<file path="config.mk">
export PLATFORM = sky130hd
export DESIGN_NAME = ecg_deriv_square_mwi_axis
export DESIGN_NICKNAME = d
export VERILOG_FILES = /design/src/rtl/ecg_pkg.sv /design/src/rtl/mwi_ring_buffer.sv /design/src/rtl/ecg_deriv_square_mwi_axis.sv
export SDC_FILE = /design/constraint.sdc
export NUM_CORES = 2
export LEC_CHECK = 0
export BUFFER_PORTS_ARGS = -buffer_cell sky130_fd_sc_hd__buf_2
export CORE_MARGIN = 3
export CORE_UTILIZATION = 60
export DETAILED_ROUTE_END_ITERATION = 16
export PLACE_DENSITY = 0.75
export SYNTH_ARGS = -nofsm -noshare
export SYNTH_HDL_FRONTEND = slang
export SYNTH_HIERARCHICAL = 1
export SYNTH_SLANG_ARGS = --single-unit
</file>
<file path="constraint.sdc">
create_clock -name clk -period 12.98 [get_ports clk]
set_input_delay 2.596 -clock clk [delete_from_list [all_inputs] [get_ports clk]]
set_output_delay 2.596 -clock clk [all_outputs]
set_load 0.01 [all_outputs]
</file>
<file path="src/rtl/ecg_pkg.sv">
// Shared types and sizing helpers for the ECG post-filter stage.
package ecg_pkg;

  localparam int ECG_SAMPLE_W = 16;
  localparam int ECG_FS_HZ    = 500;

  typedef enum logic [2:0] {
    IDLE,
    DERIV,
    SQUARE,
    ACCUM,
    OUT
  } ecg_state_t;

  // Ceiling log2, never less than 1 so derived vectors stay legal.
  function automatic int clog2_sat(input int n);
    int r;
    r = 1;
    while ((1 << r) < n) r++;
    return r;
  endfunction

endpackage

</file>
<file path="src/rtl/mwi_ring_buffer.sv">
// Moving-window history: window_len x q_width RAM with wrapping write pointer
// and saturating fill counter; o_old is zero until the window has filled.
module mwi_ring_buffer
  import ecg_pkg::*;
#(
  parameter int window_len = 75,
  parameter int q_width    = 30
) (
  input  logic               clk,
  input  logic               rst,
  input  logic               i_rd_en,
  input  logic               i_wr_en,
  input  logic [q_width-1:0] i_wr_data,
  output logic [q_width-1:0] o_old
);

  localparam int PTR_W = clog2_sat(window_len);
  localparam int CNT_W = clog2_sat(window_len + 1);

  logic [q_width-1:0] r_mem [window_len];
  logic [PTR_W-1:0]   r_ptr;
  logic [CNT_W-1:0]   r_fill;
  logic [q_width-1:0] r_rd_data;

  // Contents are never cleared; r_fill masks stale entries after reset.
  always_ff @(posedge clk) begin
    if (i_wr_en) r_mem[r_ptr] <= i_wr_data;
  end

  always_ff @(posedge clk) begin
    if (rst) begin
      r_ptr     <= '0;
      r_fill    <= '0;
      r_rd_data <= '0;
    end else begin
      if (i_rd_en) r_rd_data <= r_mem[r_ptr];
      if (i_wr_en) begin
        r_ptr <= (r_ptr == PTR_W'(window_len - 1)) ? '0 : r_ptr + PTR_W'(1);
        if (r_fill != CNT_W'(window_len)) r_fill <= r_fill + CNT_W'(1);
      end
    end
  end

  assign o_old = (r_fill == CNT_W'(window_len)) ? r_rd_data : '0;

endmodule

</file>
<file path="src/rtl/ecg_deriv_square_mwi_axis.sv">
// Pan-Tompkins derivative, squaring and moving-window integrator, one sample
// in flight. Optional debug taps under ECG_MWI_DEBUG_EN.
//   state  | meaning
//   IDLE   | ready for a sample, history shifts on handshake
//   DERIV  | 5-point derivative
//   SQUARE | square, fetch oldest window entry
//   ACCUM  | update window sum, write ring, register output
//   OUT    | present result until downstream accepts
module ecg_deriv_square_mwi_axis
  import ecg_pkg::*;
#(
  parameter int inout_width = ECG_SAMPLE_W,
  parameter int window_len  = 75,
  parameter int out_shift   = 6,
  parameter int out_width   = 32
) (
  input  logic                          clk,
  input  logic                          rst,
  input  logic                          s_axis_tvalid,
  input  logic signed [inout_width-1:0] s_axis_tdata,
  output logic                          s_axis_tready,
  output logic                          m_axis_tvalid,
  output logic [out_width-1:0]          m_axis_tdata,
  input  logic                          m_axis_tready
`ifdef ECG_MWI_DEBUG_EN
  ,
  output logic signed [inout_width-1:0] dbg_deriv,
  output logic [2*inout_width-3:0]      dbg_square
`endif
);

  localparam int Q_W   = 2 * inout_width - 2;
  localparam int SUM_W = Q_W + clog2_sat(window_len);
  localparam int DW    = inout_width + 3;
  localparam int EXT_W = (SUM_W > out_width) ? SUM_W : out_width;

  ecg_state_t r_state, w_state_nxt;

  logic signed [inout_width-1:0] r_x [5];
  logic signed [inout_width-1:0] r_d;
  logic [Q_W-1:0]                r_q;
  logic [SUM_W-1:0]              r_sum;
  logic [out_width-1:0]          r_tdata;

  logic signed [DW-1:0] w_acc;
  logic [Q_W-1:0]       w_square;
  logic [Q_W-1:0]       w_old;
  logic [SUM_W-1:0]     w_sum_nxt;
  logic [EXT_W-1:0]     w_shifted;
  logic [out_width-1:0] w_sat;
  logic                 w_rd_en;
  logic                 w_wr_en;

  always_ff @(posedge clk) begin
    if (rst) r_state <= IDLE;
    else     r_state <= w_state_nxt;
  end

  always_comb begin
    w_state_nxt   = r_state;
    s_axis_tready = 1'b0;
    m_axis_tvalid = 1'b0;
    w_rd_en       = 1'b0;
    w_wr_en       = 1'b0;
    unique case (r_state)
      IDLE: begin
        s_axis_tready = 1'b1;
        if (s_axis_tvalid) w_state_nxt = DERIV;
      end
      DERIV:  w_state_nxt = SQUARE;
      SQUARE: begin
        w_rd_en     = 1'b1;
        w_state_nxt = ACCUM;
      end
      ACCUM: begin
        w_wr_en     = 1'b1;
        w_state_nxt = OUT;
      end
      OUT: begin
        m_axis_tvalid = 1'b1;
        if (m_axis_tready) w_state_nxt = IDLE;
      end
      default: w_state_nxt = IDLE;
    endcase
  end

  // Three guard bits cover 2+1+1+2 = 6x the input range before the >>> 3.
  assign w_acc = (DW'(r_x[0]) <<< 1) + DW'(r_x[1]) - DW'(r_x[3]) - (DW'(r_x[4]) <<< 1);

  // |d| <= 3/4 full scale, so d*d fits Q_W bits unsigned.
  assign w_square = Q_W'(r_d * r_d);

  assign w_sum_nxt = r_sum + SUM_W'(r_q) - SUM_W'(w_old);
  assign w_shifted = EXT_W'(w_sum_nxt >> out_shift);
  assign w_sat     = (w_shifted > EXT_W'({out_width{1'b1}})) ? {out_width{1'b1}}
                                                             : out_width'(w_shifted);

  always_ff @(posedge clk) begin
    if (rst) begin
      for (int i = 0; i < 5; i++) r_x[i] <= '0;
      r_d     <= '0;
      r_q     <= '0;
      r_sum   <= '0;
      r_tdata <= '0;
    end else begin
      unique case (r_state)
        IDLE: if (s_axis_tvalid) begin
          r_x[0] <= s_axis_tdata;
          for (int i = 1; i < 5; i++) r_x[i] <= r_x[i-1];
        end
        DERIV:  r_d <= inout_width'(w_acc >>> 3);
        SQUARE: r_q <= w_square;
        ACCUM: begin
          r_sum   <= w_sum_nxt;
          r_tdata <= w_sat;
        end
        default: ;
      endcase
    end
  end

  assign m_axis_tdata = r_tdata;

  mwi_ring_buffer #(
    .window_len (window_len),
    .q_width    (Q_W)
  ) u_ring (
    .clk        (clk),
    .rst        (rst),
    .i_rd_en    (w_rd_en),
    .i_wr_en    (w_wr_en),
    .i_wr_data  (r_q),
    .o_old      (w_old)
  );

`ifdef ECG_MWI_DEBUG_EN
  logic signed [inout_width-1:0] r_dbg_deriv;
  logic [Q_W-1:0]                r_dbg_square;

  always_ff @(posedge clk) begin
    if (rst) begin
      r_dbg_deriv  <= '0;
      r_dbg_square <= '0;
    end else if (r_state == ACCUM) begin
      r_dbg_deriv  <= r_d;
      r_dbg_square <= r_q;
    end
  end

  assign dbg_deriv  = r_dbg_deriv;
  assign dbg_square = r_dbg_square;
`endif

endmodule

</file>
## Yosys cells after proc, flatten, opt, wreduce, memory -nomap -nowiden

Memories as Yosys holds them, arrays and structs flattened. A register that Yosys moved wholly into a read port is not among the register bits.
Index checks and enable logic that the tools add are counted.

- Register bits after elaboration: 132
- Memory bits (writable): 2330
- Memories: 2

Memories:

| memory | words | width | rd ports | clocked after Yosys merged registers in | write ports | line | source |
|---|---|---|---|---|---|---|---|
| u_ring.r_mem | 75 | 30 | 1 | 1 | 1 | mwi_ring_buffer.sv:20 | `logic [q_width-1:0] r_mem [window_len];` |
| r_x | 5 | 16 | 5 | 0 | 5 | ecg_deriv_square_mwi_axis.sv:39 | `logic signed [inout_width-1:0] r_x [5];` |

- Add/subtract/negate cells: 7
- $mul: 1
- Order comparisons: 1
- Equality and inequality tests: 9
- Muxes and demuxes: 23
- Bitwise logic cells: 5
- Reduce and logical (&&, ||, !) cells: 3

Operators with widths:

| operator | number |
|---|---|
| $mux W16 | 5 |
| $add A37 B30 Y37 | 1 |
| $sub A37 B30 Y37 | 1 |
| $gt A31 B32 Y1 const B | 1 |
| $mux W32 | 1 |
| $mul A16 B16 Y30 | 1 |
| $mux W30 | 1 |
| $sub A18 B16 Y19 | 1 |
| $sub A19 B17 Y19 | 1 |
| $add A17 B16 Y18 | 1 |
| $pmux W3 S5 | 1 |
| $add A7 B1 Y7 const B | 2 |
| $eq A7 B7 Y1 const B | 2 |
| $mux W1 | 12 |
| $mux W7 | 1 |
| $ne A7 B7 Y1 const B | 1 |
| $eq A3 B2 Y1 const B | 2 |
| $mux W3 | 2 |
| $or A1 B1 Y1 | 5 |
| $ne A2 B2 Y1 const B | 2 |
| $reduce_and A2 Y1 | 2 |
| $eq A3 B1 Y1 const B | 1 |
| $eq A3 B3 Y1 const B | 1 |
| $logic_not A3 Y1 | 1 |

## Depth between registers and ports, before layout

- Word-level depth: 5
- Gate-level depth with buffers: 25
- Mapped depth without buffers: 24

## Hierarchy

Netlist, hierarchy kept.

Modules (own cells, without submodules):

| module | instances | cells an instance | area an instance (sq um) | sequential area each (sq um) |
|---|---|---|---|---|
| mwi_ring_buffer | 1 | 4986 | 89523.4 | 68445.6 |
| ecg_deriv_square_mwi_axis | 1 | 2055 | 18994.5 | 4103.9 |

## Worst setup path before layout

Ideal clock, no wire load.

- Kind: reg2reg
- Start point: reg r_d[13]
- End point: reg r_q[28]
- Library setup time: 103 ps
- Data arrival time: 6048 ps
- Data required time: 12877 ps
- Setup slack: 6828 ps
- Stages on the path, launching flop included: 22
- Buffers on the path: 1
- Period minus slack after synthesis: 6152 ps
- Cell sequence: dfxtp_1 -> clkbuf_1 -> inv_1 -> nor2_1 -> fa_1 -> fa_1 -> inv_1 -> fa_1 -> inv_1 -> fa_1 -> fa_1 -> inv_1 -> fa_1 -> inv_1 -> ha_1 -> a2111oi_0 -> nand2_1 -> o21ai_2 -> o21ai_2 -> a311oi_2 -> mux2i_1 -> a2111oi_2

- Longest elaborated chain between the ends: 1

RTL lines:

| item | line | source |
|---|---|---|
| start: declaration | ecg_deriv_square_mwi_axis.sv:40 | `logic signed [inout_width-1:0] r_d;` |
| start signal: assignment | ecg_deriv_square_mwi_axis.sv:111 | `DERIV: r_d <= inout_width'(w_acc >>> 3);` |
| $mul A16 B16 Y30 | ecg_deriv_square_mwi_axis.sv:91 | `assign w_square = Q_W'(r_d * r_d);` |
| end signal: assignment | ecg_deriv_square_mwi_axis.sv:112 | `SQUARE: r_q <= w_square;` |
| end: declaration | ecg_deriv_square_mwi_axis.sv:41 | `logic [Q_W-1:0] r_q;` |

No other way between the ends.
A chain may end at the register's enable or synchronous reset.

## Worst setup path after layout

- Start point: reg r_d[1]
- End point: reg r_q[29]

Same word-level chain as after synthesis.

==> summary.txt <==
Drt
  – Post-route ant nets: 0
  – Routed length per placed instance: 33.3 um
  – # DRC: 0
  – Initial DRC Count: 11700
  – Drt total wl: between 300000 and 400000 um
  – TritonRoute pass-1 iters: 9
  – Via count: ~67000
  – Via density: 6.94

Critical path
  – Setup Crit Path Kind: reg2reg
  – CP Data Arrival Time: 7710 ps
  – Crit path max fanout: 22
  – CP max stage cell: dfxtp_1
  – Crit end category: flop
  – WP data required: 13760 ps
  – Critical path's top delay family: adder cells
  – CP Launch Type: flop
  – Slowest cell delay on critical path: 880 ps
  – Crit-path most repeated cell: fa_1
  – Buf/Inv on CP: 4
  – CP cell instances: and2_1 -> inv_1 -> fa_1 -> fa_1 -> fa_1 -> fa_1 -> inv_1 -> fa_1 -> inv_1 -> fa_1 -> inv_1 -> ha_1 -> o21ai_0 -> a21oi_1 -> nor2b_1 -> a221o_1 -> a21oi_2 -> o21ai_1 -> a31oi_1 -> nor3_1 -> a311oi_1

Cells and area
  – Register Area: 72600 um^2
  – Final core utilization: 66.7%
  – Commonest non-fill, non-tap cell in the layout: edfxtp_1
  – Synthesis-to-finish area growth: 10.1%
  – Layout cell share with drive strength beyond 1: 14.5%
  – Fill count: 11900
  – Commonest cells after routing, fill and taps aside: edfxtp_1 (2330), inv_1 (500), nand2_1 (366), a21oi_1 (289), fa_1 (286)
  – Nets: 7578
  – Footprint of the multi-input gates: 32400 um^2

Yosys
  – Yosys warning count: 6
  – Gate Count Post-Synth: 7041
  – Post-synthesis sequential area ratio: between 60 and 70%
  – Synth Area per Inst: 15.4 um^2
  – Yosys top cell by area: edfxtp_1
  – Synth Flop Type: edfxtp_1
  – Post-synth EDFFs: 2330
  – Top cells by area, synth: edfxtp_1 (64%), fa_1 (5.3%), mux4_2 (2.8%)
  – Post-synth ARST share: 0%
  – Yosys cell types: 110
  – Yosys reg bits: 2459
  – Share of the synthesized area in the top cell type: 64.5%
  – Syn Std Cell Area: roughly 110000 um^2

Floorplanning
  – Die W: 431 um
  – I/O pin count: 54
  – Core Rows: ~160
  – Die area: 186000 um^2
  – Initial Utilization: 60.6%
  – Core Area: 179000 um^2
  – Die Height: 431 um

Timing
  – Final Skew: around 51 ps
  – Final Hold Fails: 0
  – Final setup fails: 0
  – Fin crit period: 6930 ps
  – RSZ-0062 raised after global routing: no
  – Slew margin rel.: under 10%
  – Max-slew violation count: 0
  – Slew @ Worst Pin: about 1500 ps
  – Min Hold Slack: 459 ps
  – Final Cycle Share: 53.4%
  – Peak Freq: 144 MHz
  – TNS Setup: 0 ps

Clocking
  – Clk sinks: between 2000 and 2500
  – Worst-Skew Late Latency: 890 ps
  – Post-cts resize count: 0
  – CTS buffer count: 233
  – CTS Root Cell: clkbuf_16
  – H-Tree Depth: 4
  – Maximum root-to-sink buffer count: 3
  – Setup Buffers After CTS: 0
  – Cts-stage hold buffer count: 0
  – Clock Pin Slew Worst Setup and Hold Paths: approximately 60 ps
  – CTS tree: built

Global route
  – Vias in the first global route: 65000
  – Largest net degree at the start of global routing: ~130
  – Gr usage total: roughly 35%
  – Initial antenna violation count: 25
  – First-pass GRT wire length: 461000 um
  – Overflow after GRT: 0

Pwr
  – Pleak: 40.9 nW
  – Max VDD drop: 132 uV
  – Power density over cell area: 154 nW/um^2

Place
  – GP Congestion: 0.931
  – # port buffers: 52
  – Dpl hpwl: 183000 um

Run
  – Max_cap viols: 0

Run status
  – Status: completed

Min path
  – Worst hold path class: reg2reg
## sequential cells by signal, indices dropped and copies added, names as in the netlist
name,cells
m_axis_tdata,1
r_d,16
r_q,29
r_state,3
r_sum,36
r_x,80
u_ring/r_fill,7
u_ring/r_mem,2250
u_ring/r_ptr,7
u_ring/r_rd_data,30
## report_power, final
group / internal [mW] / switching, mW
clock network: 3.95 / 3.00
registers: 8.85 / 0.149
logic: 0.863 / 1.54
## cells by family after synthesis
family / count (synthesis) / share of synthesized area (%)
multiplexers: 519 / 6.54
AO/OA/AOI/OAI: 1477 / 9.93
XOR/XNOR: 88 / 0.723
buffers and inverters: 968 / 4.13
other: 1 / 0.00346
flip-flops: 2459 / 66.9
adder cells (fa/ha/maj): 430 / 6.94
AND/OR/NAND/NOR: 1099 / 4.88
## worst paths after layout
check	from	endpoint	slack, ps	cells past startpoint
setup reg to reg	r_d[1]	r_q[29]	6050	21
hold / removal	r_sum[5]	r_sum[5]	460	2
hold reg to reg	r_sum[5]	r_sum[5]	460	2
setup / recovery	r_d[1]	r_q[29]	6050	21
## cell type report
cell class,count,share of cell area [%]
Multi-Input combinational cell,3689,27.1
Timing Repair Buffer,237,1.43
Tap cell,2355,2.47
Antenna cell,20,0.0419
Inverter,508,1.61
Clock inverter,141,1.35
Sequential cell,2459,60.8
Clock buffer,303,5.21
## metrics by stage
stage                     instance area [um^2]  instances  power, mW  setup slack, ps
final                                   119000       9712       18.4             6050
after global routing                    119000       9695       18.9             5720
after CTS                               119000       9691       18.3             6020
after detailed placement                112000       9247       11.5             6080
after global placement                  112000       9247       11.5             6200
after floorplan                         109000       7116       10.8             6830
## synthesized netlist by cell type, drive strengths merged, types with 32 or more instances
| cell | n |
|---|---|
| a221oi | 246 |
| nand3b | 32 |
| a21oi | 295 |
| mux4 | 135 |
| a21o | 44 |
| a211oi | 46 |
| nand2b | 35 |
| o22ai | 66 |
| mux2i | 214 |
| nor3 | 50 |
| a22o | 50 |
| xnor2 | 54 |
| inv | 504 |
| a22oi | 161 |
| clkbuf | 151 |
| a221o | 68 |
| fa | 286 |
| and2 | 143 |
| edfxtp | 2330 |
| nand3 | 56 |
| o221ai | 44 |
| xor2 | 33 |
| mux2 | 170 |
| nor2 | 280 |
| o21ai | 175 |
| o211ai | 32 |
| ha | 144 |
| dfxtp | 129 |
| a31oi | 43 |
| buf | 309 |
| nand2 | 369 |
## worst reg2reg max path, cell delays in order, from the launching register on
cell and delay (ps):
dfxtp_1 880, and2_1 290, inv_1 80, fa_1 560, fa_1 460, fa_1 500, fa_1 500, inv_1 70
fa_1 580, inv_1 70, fa_1 560, inv_1 60, ha_1 350, o21ai_0 180, a21oi_1 70, nor2b_1 140
a221o_1 430, a21oi_2 230, o21ai_1 170, a31oi_1 310, nor3_1 100, a311oi_1 230
## metal layers
metal / GRT usage, % / vias to the layer above / part of all wire, %
met4: 18.2 / 20 / 6.4
met3: 12.6 / 1058 / 16
met5: 1.64 / - / 0.11
met1: 46.2 / 33900 / 35
li1: - / 27100 / -
met2: 49.7 / 5423 / 43
(Power assumes the default switching activity.)
